==> src/rtl/decode_pkg.sv <==
// Shared types for the RV32 decode stage: opcode/funct encodings, instruction
// classes and the registered decode record.
package decode_pkg;

  typedef enum logic [6:0] {
    OPC_LUI      = 7'b0110111,
    OPC_AUIPC    = 7'b0010111,
    OPC_JAL      = 7'b1101111,
    OPC_JALR     = 7'b1100111,
    OPC_BRANCH   = 7'b1100011,
    OPC_LOAD     = 7'b0000011,
    OPC_STORE    = 7'b0100011,
    OPC_OP_IMM   = 7'b0010011,
    OPC_OP       = 7'b0110011,
    OPC_MISC_MEM = 7'b0001111,
    OPC_SYSTEM   = 7'b1110011
  } opcode_e;

  typedef enum logic [2:0] {
    F3_ADD_SUB = 3'b000,
    F3_SLL     = 3'b001,
    F3_SLT     = 3'b010,
    F3_SLTU    = 3'b011,
    F3_XOR     = 3'b100,
    F3_SRL_SRA = 3'b101,
    F3_OR      = 3'b110,
    F3_AND     = 3'b111
  } funct3_e;

  typedef enum logic [6:0] {
    F7_BASE = 7'b0000000,
    F7_ALT  = 7'b0100000
  } funct7_e;

  typedef enum logic [3:0] {
    LUI      = 4'd0,
    AUIPC    = 4'd1,
    JAL      = 4'd2,
    JALR     = 4'd3,
    OP_IMM   = 4'd4,
    OP_REG   = 4'd5,
    BRANCH   = 4'd6,
    LOAD     = 4'd7,
    STORE    = 4'd8,
    MISC_MEM = 4'd9,
    SYSTEM   = 4'd10,
    INVALID  = 4'd11
  } inst_class_e;

  typedef struct packed {
    logic [31:0] pc;
    inst_class_e cls;
    logic [4:0]  rd;
    logic [4:0]  rs1;
    logic [4:0]  rs2;
    logic [2:0]  funct3;
    logic [6:0]  funct7;
    logic [31:0] imm;
    logic        illegal;
  } decoded_t;

  function automatic logic reg_out_of_range(input logic [4:0] idx, input int count);
    return int'({27'b0, idx}) >= count;
  endfunction

endpackage

==> src/rtl/decode_stage_if.sv <==
// Fetch-side and execute-side handshake bundle of the decode stage.
interface decode_stage_if;
  import decode_pkg::*;

  logic        flush;
  logic        in_valid;
  logic        in_ready;
  logic [31:0] in_instr;
  logic [31:0] in_pc;
  logic        out_valid;
  logic        out_ready;
  logic [31:0] out_pc;
  inst_class_e out_class;
  logic [4:0]  out_rd;
  logic [4:0]  out_rs1;
  logic [4:0]  out_rs2;
  logic [2:0]  out_funct3;
  logic [6:0]  out_funct7;
  logic [31:0] out_imm;
  logic        out_illegal;

  modport master (
    output flush, in_valid, in_instr, in_pc, out_ready,
    input  in_ready, out_valid, out_pc, out_class, out_rd, out_rs1, out_rs2,
           out_funct3, out_funct7, out_imm, out_illegal
  );

  modport slave (
    input  flush, in_valid, in_instr, in_pc, out_ready,
    output in_ready, out_valid, out_pc, out_class, out_rd, out_rs1, out_rs2,
           out_funct3, out_funct7, out_imm, out_illegal
  );

endinterface

==> src/rtl/decode_fields.sv <==
// Combinational RV32 field extraction, immediate selection and legality check.
module decode_fields
  import decode_pkg::*;
#(
  parameter int REG_COUNT    = 16,
  parameter bit ALLOW_SYSTEM = 1'b1,
  parameter bit ALLOW_FENCE  = 1'b1
) (
  input  logic [31:0] instr,
  output inst_class_e cls,
  output logic [4:0]  rd,
  output logic [4:0]  rs1,
  output logic [4:0]  rs2,
  output logic [2:0]  funct3,
  output logic [6:0]  funct7,
  output logic [31:0] imm,
  output logic        illegal
);

  logic [31:0] imm_i, imm_s, imm_b, imm_u, imm_j, imm_fmt;
  inst_class_e cls_raw;
  logic        use_rd, use_rs1, use_rs2, enc_bad, reg_bad;

  assign rd     = instr[11:7];
  assign rs1    = instr[19:15];
  assign rs2    = instr[24:20];
  assign funct3 = instr[14:12];
  assign funct7 = instr[31:25];

  assign imm_i = {{20{instr[31]}}, instr[31:20]};
  assign imm_s = {{20{instr[31]}}, instr[31:25], instr[11:7]};
  assign imm_b = {{19{instr[31]}}, instr[31], instr[7], instr[30:25], instr[11:8], 1'b0};
  assign imm_u = {instr[31:12], 12'b0};
  assign imm_j = {{11{instr[31]}}, instr[31], instr[19:12], instr[20], instr[30:21], 1'b0};

  always_comb begin
    cls_raw = INVALID;
    imm_fmt = '0;
    use_rd  = 1'b0;
    use_rs1 = 1'b0;
    use_rs2 = 1'b0;
    enc_bad = 1'b0;
    case (instr[6:0])
      OPC_LUI:   begin cls_raw = LUI;   imm_fmt = imm_u; use_rd = 1'b1; end
      OPC_AUIPC: begin cls_raw = AUIPC; imm_fmt = imm_u; use_rd = 1'b1; end
      OPC_JAL:   begin cls_raw = JAL;   imm_fmt = imm_j; use_rd = 1'b1; end
      OPC_JALR: begin
        cls_raw = JALR; imm_fmt = imm_i; use_rd = 1'b1; use_rs1 = 1'b1;
        enc_bad = (funct3 != 3'b000);
      end
      OPC_OP_IMM: begin
        cls_raw = OP_IMM; imm_fmt = imm_i; use_rd = 1'b1; use_rs1 = 1'b1;
        if (funct3 == F3_SLL)
          enc_bad = (funct7 != F7_BASE);
        else if (funct3 == F3_SRL_SRA)
          enc_bad = !(funct7 == F7_BASE || funct7 == F7_ALT);
      end
      OPC_OP: begin
        cls_raw = OP_REG; use_rd = 1'b1; use_rs1 = 1'b1; use_rs2 = 1'b1;
        enc_bad = !(funct7 == F7_BASE ||
                    (funct7 == F7_ALT && (funct3 == F3_ADD_SUB || funct3 == F3_SRL_SRA)));
      end
      OPC_BRANCH: begin
        cls_raw = BRANCH; imm_fmt = imm_b; use_rs1 = 1'b1; use_rs2 = 1'b1;
        enc_bad = (funct3[2:1] == 2'b01);
      end
      OPC_LOAD: begin
        cls_raw = LOAD; imm_fmt = imm_i; use_rd = 1'b1; use_rs1 = 1'b1;
        enc_bad = (funct3 == 3'b011) || (funct3[2:1] == 2'b11);
      end
      OPC_STORE: begin
        cls_raw = STORE; imm_fmt = imm_s; use_rs1 = 1'b1; use_rs2 = 1'b1;
        enc_bad = (funct3 > 3'b010);
      end
      // FENCE/SYSTEM carry I-format fields; only the parameter gates apply
      OPC_MISC_MEM: begin
        cls_raw = MISC_MEM; imm_fmt = imm_i; use_rd = 1'b1; use_rs1 = 1'b1;
        enc_bad = !ALLOW_FENCE && (funct3 == 3'b000);
      end
      OPC_SYSTEM: begin
        cls_raw = SYSTEM; imm_fmt = imm_i; use_rd = 1'b1; use_rs1 = 1'b1;
        enc_bad = !ALLOW_SYSTEM;
      end
      default: enc_bad = 1'b1;
    endcase
  end

  assign reg_bad = (use_rd  && reg_out_of_range(rd,  REG_COUNT)) ||
                   (use_rs1 && reg_out_of_range(rs1, REG_COUNT)) ||
                   (use_rs2 && reg_out_of_range(rs2, REG_COUNT));

  assign illegal = enc_bad || reg_bad || (instr[1:0] != 2'b11);
  assign cls     = illegal ? INVALID : cls_raw;
  assign imm     = illegal ? 32'b0 : imm_fmt;

endmodule

==> src/rtl/decode_stage.sv <==
// Registered RV32 decode stage with a two-entry elastic buffer (output + skid).
//   state | meaning
//   EMPTY | nothing buffered, out_valid=0
//   ONE   | output register holds the oldest instruction
//   TWO   | output and skid registers both full, in_ready=0
module decode_stage
  import decode_pkg::*;
#(
  parameter int REG_COUNT    = 16,
  parameter bit ALLOW_SYSTEM = 1'b1,
  parameter bit ALLOW_FENCE  = 1'b1
) (
  input logic           clk,
  input logic           reset,
  decode_stage_if.slave bus
);

  typedef enum logic [1:0] {EMPTY, ONE, TWO} buf_state_e;

  buf_state_e  state, state_nxt;
  decoded_t    dec, out_q, skid_q;
  inst_class_e f_cls;
  logic [4:0]  f_rd, f_rs1, f_rs2;
  logic [2:0]  f_funct3;
  logic [6:0]  f_funct7;
  logic [31:0] f_imm;
  logic        f_illegal;
  logic        accept, drain, load_out_in, load_out_skid, load_skid;

  decode_fields #(
    .REG_COUNT    (REG_COUNT),
    .ALLOW_SYSTEM (ALLOW_SYSTEM),
    .ALLOW_FENCE  (ALLOW_FENCE)
  ) u_fields (
    .instr   (bus.in_instr),
    .cls     (f_cls),
    .rd      (f_rd),
    .rs1     (f_rs1),
    .rs2     (f_rs2),
    .funct3  (f_funct3),
    .funct7  (f_funct7),
    .imm     (f_imm),
    .illegal (f_illegal)
  );

  assign dec = '{pc: bus.in_pc, cls: f_cls, rd: f_rd, rs1: f_rs1, rs2: f_rs2,
                 funct3: f_funct3, funct7: f_funct7, imm: f_imm, illegal: f_illegal};

  assign accept = bus.in_valid && bus.in_ready;
  assign drain  = bus.out_valid && bus.out_ready;

  always_comb begin
    state_nxt     = state;
    load_out_in   = 1'b0;
    load_out_skid = 1'b0;
    load_skid     = 1'b0;
    case (state)
      EMPTY: if (accept) begin state_nxt = ONE; load_out_in = 1'b1; end
      ONE: begin
        if (accept && drain)  load_out_in = 1'b1;
        else if (accept)      begin state_nxt = TWO; load_skid = 1'b1; end
        else if (drain)       state_nxt = EMPTY;
      end
      TWO: if (drain) begin state_nxt = ONE; load_out_skid = 1'b1; end
      default: state_nxt = EMPTY;
    endcase
    // flush wins over any same-cycle transfer; the offered word is dropped
    if (bus.flush) begin
      state_nxt     = EMPTY;
      load_out_in   = 1'b0;
      load_out_skid = 1'b0;
      load_skid     = 1'b0;
    end
  end

  always_ff @(posedge clk) begin
    if (reset) begin
      state  <= EMPTY;
      out_q  <= '0;
      skid_q <= '0;
    end else begin
      state <= state_nxt;
      if (load_out_in)        out_q <= dec;
      else if (load_out_skid) out_q <= skid_q;
      if (load_skid)          skid_q <= dec;
    end
  end

  assign bus.in_ready    = (state != TWO);
  assign bus.out_valid   = (state != EMPTY);
  assign bus.out_pc      = out_q.pc;
  assign bus.out_class   = out_q.cls;
  assign bus.out_rd      = out_q.rd;
  assign bus.out_rs1     = out_q.rs1;
  assign bus.out_rs2     = out_q.rs2;
  assign bus.out_funct3  = out_q.funct3;
  assign bus.out_funct7  = out_q.funct7;
  assign bus.out_imm     = out_q.imm;
  assign bus.out_illegal = out_q.illegal;

endmodule

==> src/flat_wrapper.sv <==
// flat-port wrapper written by rule: the top's interface ports become plain ports
module decode_stage_flat import decode_pkg::*;
#(
  parameter int REG_COUNT    = 16,
  parameter bit ALLOW_SYSTEM = 1'b1,
  parameter bit ALLOW_FENCE  = 1'b1
)
  (clk, reset, bus_flush, bus_in_valid, bus_in_instr, bus_in_pc, bus_out_ready, bus_in_ready, bus_out_valid, bus_out_pc, bus_out_class, bus_out_rd, bus_out_rs1, bus_out_rs2, bus_out_funct3, bus_out_funct7, bus_out_imm, bus_out_illegal);
  decode_stage_if bus_i ();
  input logic clk;
  input logic reset;
  input wire logic [$bits(bus_i.flush)-1:0] bus_flush;
  input wire logic [$bits(bus_i.in_valid)-1:0] bus_in_valid;
  input wire logic [$bits(bus_i.in_instr)-1:0] bus_in_instr;
  input wire logic [$bits(bus_i.in_pc)-1:0] bus_in_pc;
  input wire logic [$bits(bus_i.out_ready)-1:0] bus_out_ready;
  output wire logic [$bits(bus_i.in_ready)-1:0] bus_in_ready;
  output wire logic [$bits(bus_i.out_valid)-1:0] bus_out_valid;
  output wire logic [$bits(bus_i.out_pc)-1:0] bus_out_pc;
  output wire logic [$bits(bus_i.out_class)-1:0] bus_out_class;
  output wire logic [$bits(bus_i.out_rd)-1:0] bus_out_rd;
  output wire logic [$bits(bus_i.out_rs1)-1:0] bus_out_rs1;
  output wire logic [$bits(bus_i.out_rs2)-1:0] bus_out_rs2;
  output wire logic [$bits(bus_i.out_funct3)-1:0] bus_out_funct3;
  output wire logic [$bits(bus_i.out_funct7)-1:0] bus_out_funct7;
  output wire logic [$bits(bus_i.out_imm)-1:0] bus_out_imm;
  output wire logic [$bits(bus_i.out_illegal)-1:0] bus_out_illegal;
  assign bus_i.flush = bus_flush;
  assign bus_i.in_valid = bus_in_valid;
  assign bus_i.in_instr = bus_in_instr;
  assign bus_i.in_pc = bus_in_pc;
  assign bus_i.out_ready = bus_out_ready;
  assign bus_in_ready = bus_i.in_ready;
  assign bus_out_valid = bus_i.out_valid;
  assign bus_out_pc = bus_i.out_pc;
  assign bus_out_class = bus_i.out_class;
  assign bus_out_rd = bus_i.out_rd;
  assign bus_out_rs1 = bus_i.out_rs1;
  assign bus_out_rs2 = bus_i.out_rs2;
  assign bus_out_funct3 = bus_i.out_funct3;
  assign bus_out_funct7 = bus_i.out_funct7;
  assign bus_out_imm = bus_i.out_imm;
  assign bus_out_illegal = bus_i.out_illegal;
  decode_stage #(.REG_COUNT(REG_COUNT), .ALLOW_SYSTEM(ALLOW_SYSTEM), .ALLOW_FENCE(ALLOW_FENCE)) u_core (.clk(clk), .reset(reset), .bus(bus_i));
endmodule
==> config.mk <==
export PLATFORM = sky130hd
export DESIGN_NAME = decode_stage_flat
export DESIGN_NICKNAME = d
export VERILOG_FILES = /design/src/rtl/decode_pkg.sv /design/src/rtl/decode_stage_if.sv /design/src/rtl/decode_fields.sv /design/src/rtl/decode_stage.sv /design/src/flat_wrapper.sv
export SDC_FILE = /design/constraint.sdc
export NUM_CORES = 1
export LEC_CHECK = 0
export ABC_AREA = 1
export ABC_CLOCK_PERIOD_IN_PS = 2370
export BUFFER_PORTS_ARGS = -buffer_cell sky130_fd_sc_hd__clkbuf_2
export CAP_MARGIN = 20
export CORE_ASPECT_RATIO = 1.25
export CORE_UTILIZATION = 53
export DETAILED_ROUTE_END_ITERATION = 10
export PLACE_DENSITY = 0.87
export SLEW_MARGIN = 25
export SYNTH_ARGS = -nofsm -noshare
export SYNTH_HDL_FRONTEND = slang
export SYNTH_SLANG_ARGS = --single-unit
==> constraint.sdc <==
create_clock -name clk -period 2.37 [get_ports clk]
set_input_delay 0 -clock clk [delete_from_list [all_inputs] [get_ports clk]]
set_output_delay 0 -clock clk [all_outputs]
set_load 0.05 [all_outputs]
==> key figures <==
Clocking
  • TritonCTS sink count: 190
  • Cts hold-fix bufs: 62
  • Number of buffers inserted during clock tree synthesis: 17
  • Post-CTS Setup Inserts: 0
  • H-tree levels: 4
  • Clock-pin slew on the worst setup and hold paths: approximately 0.070 ns
  • Resized cells post-CTS: 0
  • TritonCTS clock tree: done
  • Worst skew pair latency: roughly 0.43 ns
  • Root buf cell: clkbuf_16
  • Number of buffers on the longest clock path: 2

Global route
  • Pin count of the biggest net entering global routing: 149
  • Number of antenna violations at the first check in global routing: 0
  • Aggregate global routing overflow: 0
  • Via count of the first global-routing pass: 7963
  • Wire length of the first global-routing pass: 38510 µm
  • Aggregate global-route resource usage: 0.3057

Setup path
  • Category of the most critical setup path: primary input to flip-flop
  • Capture instance of the worst register-to-register path: u_core.bus.out_class[0]$_SDFFE_PP0P_
  • CP Data Arrival Time: 2.36 ns
  • Sort of element at the end of the critical path: flip-flop
  • Worst-case reg-to-reg path depth: 9
  • Launch instance of the worst register-to-register path: u_core.state[1]$_SDFFE_PP0P_
  • CP Data Required Time: ~2.7 ns
  • Flop-to-flop setup slack: between 0.3 and 0.4 ns
  • Largest fanout of any net on the critical path: 31
  • Startpoint type of the worst setup path: primary input

Pwr
  • Total power after layout: 6.996 mW
  • Power per unit of standard cell area: 685.6 nW/µm²
  • Static leakage: around 4.6 nW
  • Maximum ir drop on the vdd rail: 0.4001 mV

Synthesis
  • Combined area of all synthesized cells: 8093 µm²
  • Synthesized Nets: 1174
  • Syn_area_per_cell: roughly 7.3 µm²
  • Yosys warns: 0
  • Sequential-to-total area share from yosys stat: 0.4700
  • Number of library cell types mapped by synthesis: 30
  • #FFs+latches synth: 190
  • Syn Inst Count: 1105

STA
  • Slew at the pin closest to its max-slew limit: approximately 0.73 ns
  • Final-report max-slew violation count: 0
  • Setup-violating endpoint count in the final report: 0
  • Fraction of the cycle the final worst path needs: 0.8458
  • Worst slew slack as a fraction of its limit: 0.5126
  • RSZ-0062 raised after global routing: no
  • Final Critical Period: about 2 ns
  • Smallest hold slack: 0.2311 ns
  • Aggregate negative setup slack: 0 ns
  • Maximum clock rate: 498.9 MHz
  • Final hold viol count: 0
  • Clock skew after layout: 0.006289 ns

Layout
  • Leading cell types in the layout, fill and taps excluded: 206 x nand2_1, 190 x dfxtp_1, 164 x clkbuf_2
  • Fraction of layout instances using a drive strength above 1: 0.1838
  • Antenna cell count: 0
  • Count of filler cells inserted in the layout: between 1000 and 1500
  • Final cell area excluding filler cells: slightly above 10000 µm²
  • Most frequent standard cell in the layout excluding fill and tap cells: nand2_1
  • Area delta synth->final: 26.08%
  • Final net count: about 1400
  • Final Core Density: 0.6824

Hold path
  • Hold Crit Depth: 6
  • End point of the worst hold path: u_core.skid_q[32]$_SDFFE_PP0P_
  • Worst hold-check path type: primary input to flip-flop
  • Launch instance of the worst min-delay path: bus_in_instr[3]

Floorplanning
  • Die width: 112.5 µm
  • Effective utilization at floorplan: 0.5413
  • Floorplan die area: 15770 µm²
  • Die extent in y: 140.2 µm
  • Core footprint: 14950 µm²
  • Number of placement rows: 50
  • Top-level I/O count: around 170

Routing
  • Starting DRC count in detailed routing: 1266
  • Final ANT Viol Nets: 0
  • Vias per std cell: approximately 5.7
  • Pre-antenna DRT Iters: 6
  • Detailed-route wire length per cell: 16.15 µm
  • Total number of vias: 8380
  • Final WL: 23940 µm
  • Total DRC errors in the routed layout: 0

Placed design
  • Placed wire-length estimate after detailed placement: 14770 µm
  • Port bufs: approximately 160
  • Instance area after placement: 9022 µm²
  • Final Wtd Congestion: 0.9506

Run status
  • Status: finished clean

Run
  • Max-Cap Viols: 0
[sequential cells by signal, summed over array words and instances, names as in the netlist]
| signal | cells |
|---|---|
| u_core.bus.out_rs1 | 5 |
| u_core.bus.out_funct7 | 7 |
| u_core.bus.out_illegal | 1 |
| u_core.bus.out_rd | 5 |
| u_core.bus.out_rs2 | 5 |
| u_core.bus.out_funct3 | 3 |
| u_core.skid_q | 94 |
| u_core.bus.out_pc | 32 |
| u_core.state | 2 |
| u_core.bus.out_class | 4 |
| u_core.bus.out_imm | 32 |
[critical path, cell delays in order]
cell	delay [ns]
dlygate4sd3_1	0.57
clkbuf_2	0.16
inv_1	0.16
nand3_1	0.12
nand2_1	0.08
nand2_1	0.05
a21oi_1	0.14
nand3_1	0.16
nor3_4	0.21
buf_4	0.36
nand2_1	0.15
a21oi_1	0.18
[worst max path at each step]
stage / to / from / slack, ns / cells after the start
after floorplan: u_core.bus.out_class[0]$_SDFFE_PP0P_ / u_core.state[1]$_SDFFE_PP0P_ / 0.42 / 9
after global placement: u_core.bus.out_class[3]$_SDFFE_PP0P_ / u_core.state[1]$_SDFFE_PP0P_ / 0.49 / 9
after detailed placement: u_core.bus.out_class[3]$_SDFFE_PP0P_ / u_core.state[1]$_SDFFE_PP0P_ / 0.43 / 9
after CTS: u_core.bus.out_class[3]$_SDFFE_PP0P_ / u_core.state[1]$_SDFFE_PP0P_ / 0.39 / 9
after global routing: u_core.bus.out_class[0]$_SDFFE_PP0P_ / u_core.state[1]$_SDFFE_PP0P_ / 0.15 / 9
final: u_core.bus.out_imm[10]$_SDFFE_PP0P_ / bus_in_instr[14] / 0.37 / 12
[metal layers]
layer,GRT usage,share of wire
met5,0,0
met4,0.1389,0.033
met3,0.06794,0.074
met2,0.5329,0.50
met1,0.3578,0.40
[cells by family (layout without fill, tap and decap cells)]
family	after synthesis	in the layout	share of synthesized area
buffers and inverters	148	343	0.07452
and+or+nand+nor	458	458	0.2352
DFF	190	190	0.4700
AOI/OAI and AO/OA	309	309	0.2203
[cells in the mapped netlist, drive strengths merged]
cell type,instances,area [µm²]
nand2,219,864.6
dfxtp,190,3804
nor2,163,629.4
a21oi,133,665.6
o21ai,96,480.5
nand3,67,345.3
inv,66,247.7
clkbuf,63,236.5
a22oi,38,285.3
a221oi,20,175.2
buf,18,115.1
a22o,12,105.1
nand4,5,31.28
o22ai,5,31.28
nor3,3,26.28
a211oi,2,15.01
a311oi,1,8.760
clkinv,1,3.750
o211ai,1,7.510
o221ai,1,8.760
or2,1,6.260
[power by group]
part | internal [mW] | total, mW | switching (mW)
Clock | 1.53 | 2.74 | 1.21
Combinational | 0.281 | 0.913 | 0.632
Sequential | 3.29 | 3.34 | 0.0546
Total | 5.10 | 7.00 | 1.89
[per-stage QoR]
step                      cells  setup WS (ns)
after floorplan            1105         0.4229
after global placement     1389         0.4946
after detailed placement   1389         0.4296
after CTS                  1482         0.3933
after global routing       1482         0.1484
final                      1482         0.3655
[layout make-up]
type	count	area, µm²	share of cell area
sequential	190	3804	0.3728
multi-input combinational	767	3714	0.3639
timing repair buffer	245	1647	0.1614
clock buffer	23	478.0	0.04684
inverter	67	251.5	0.02465
tap	182	227.7	0.02232
clock inverter	8	82.58	0.008093
Note: power is estimated with default switching activity, not from simulation.
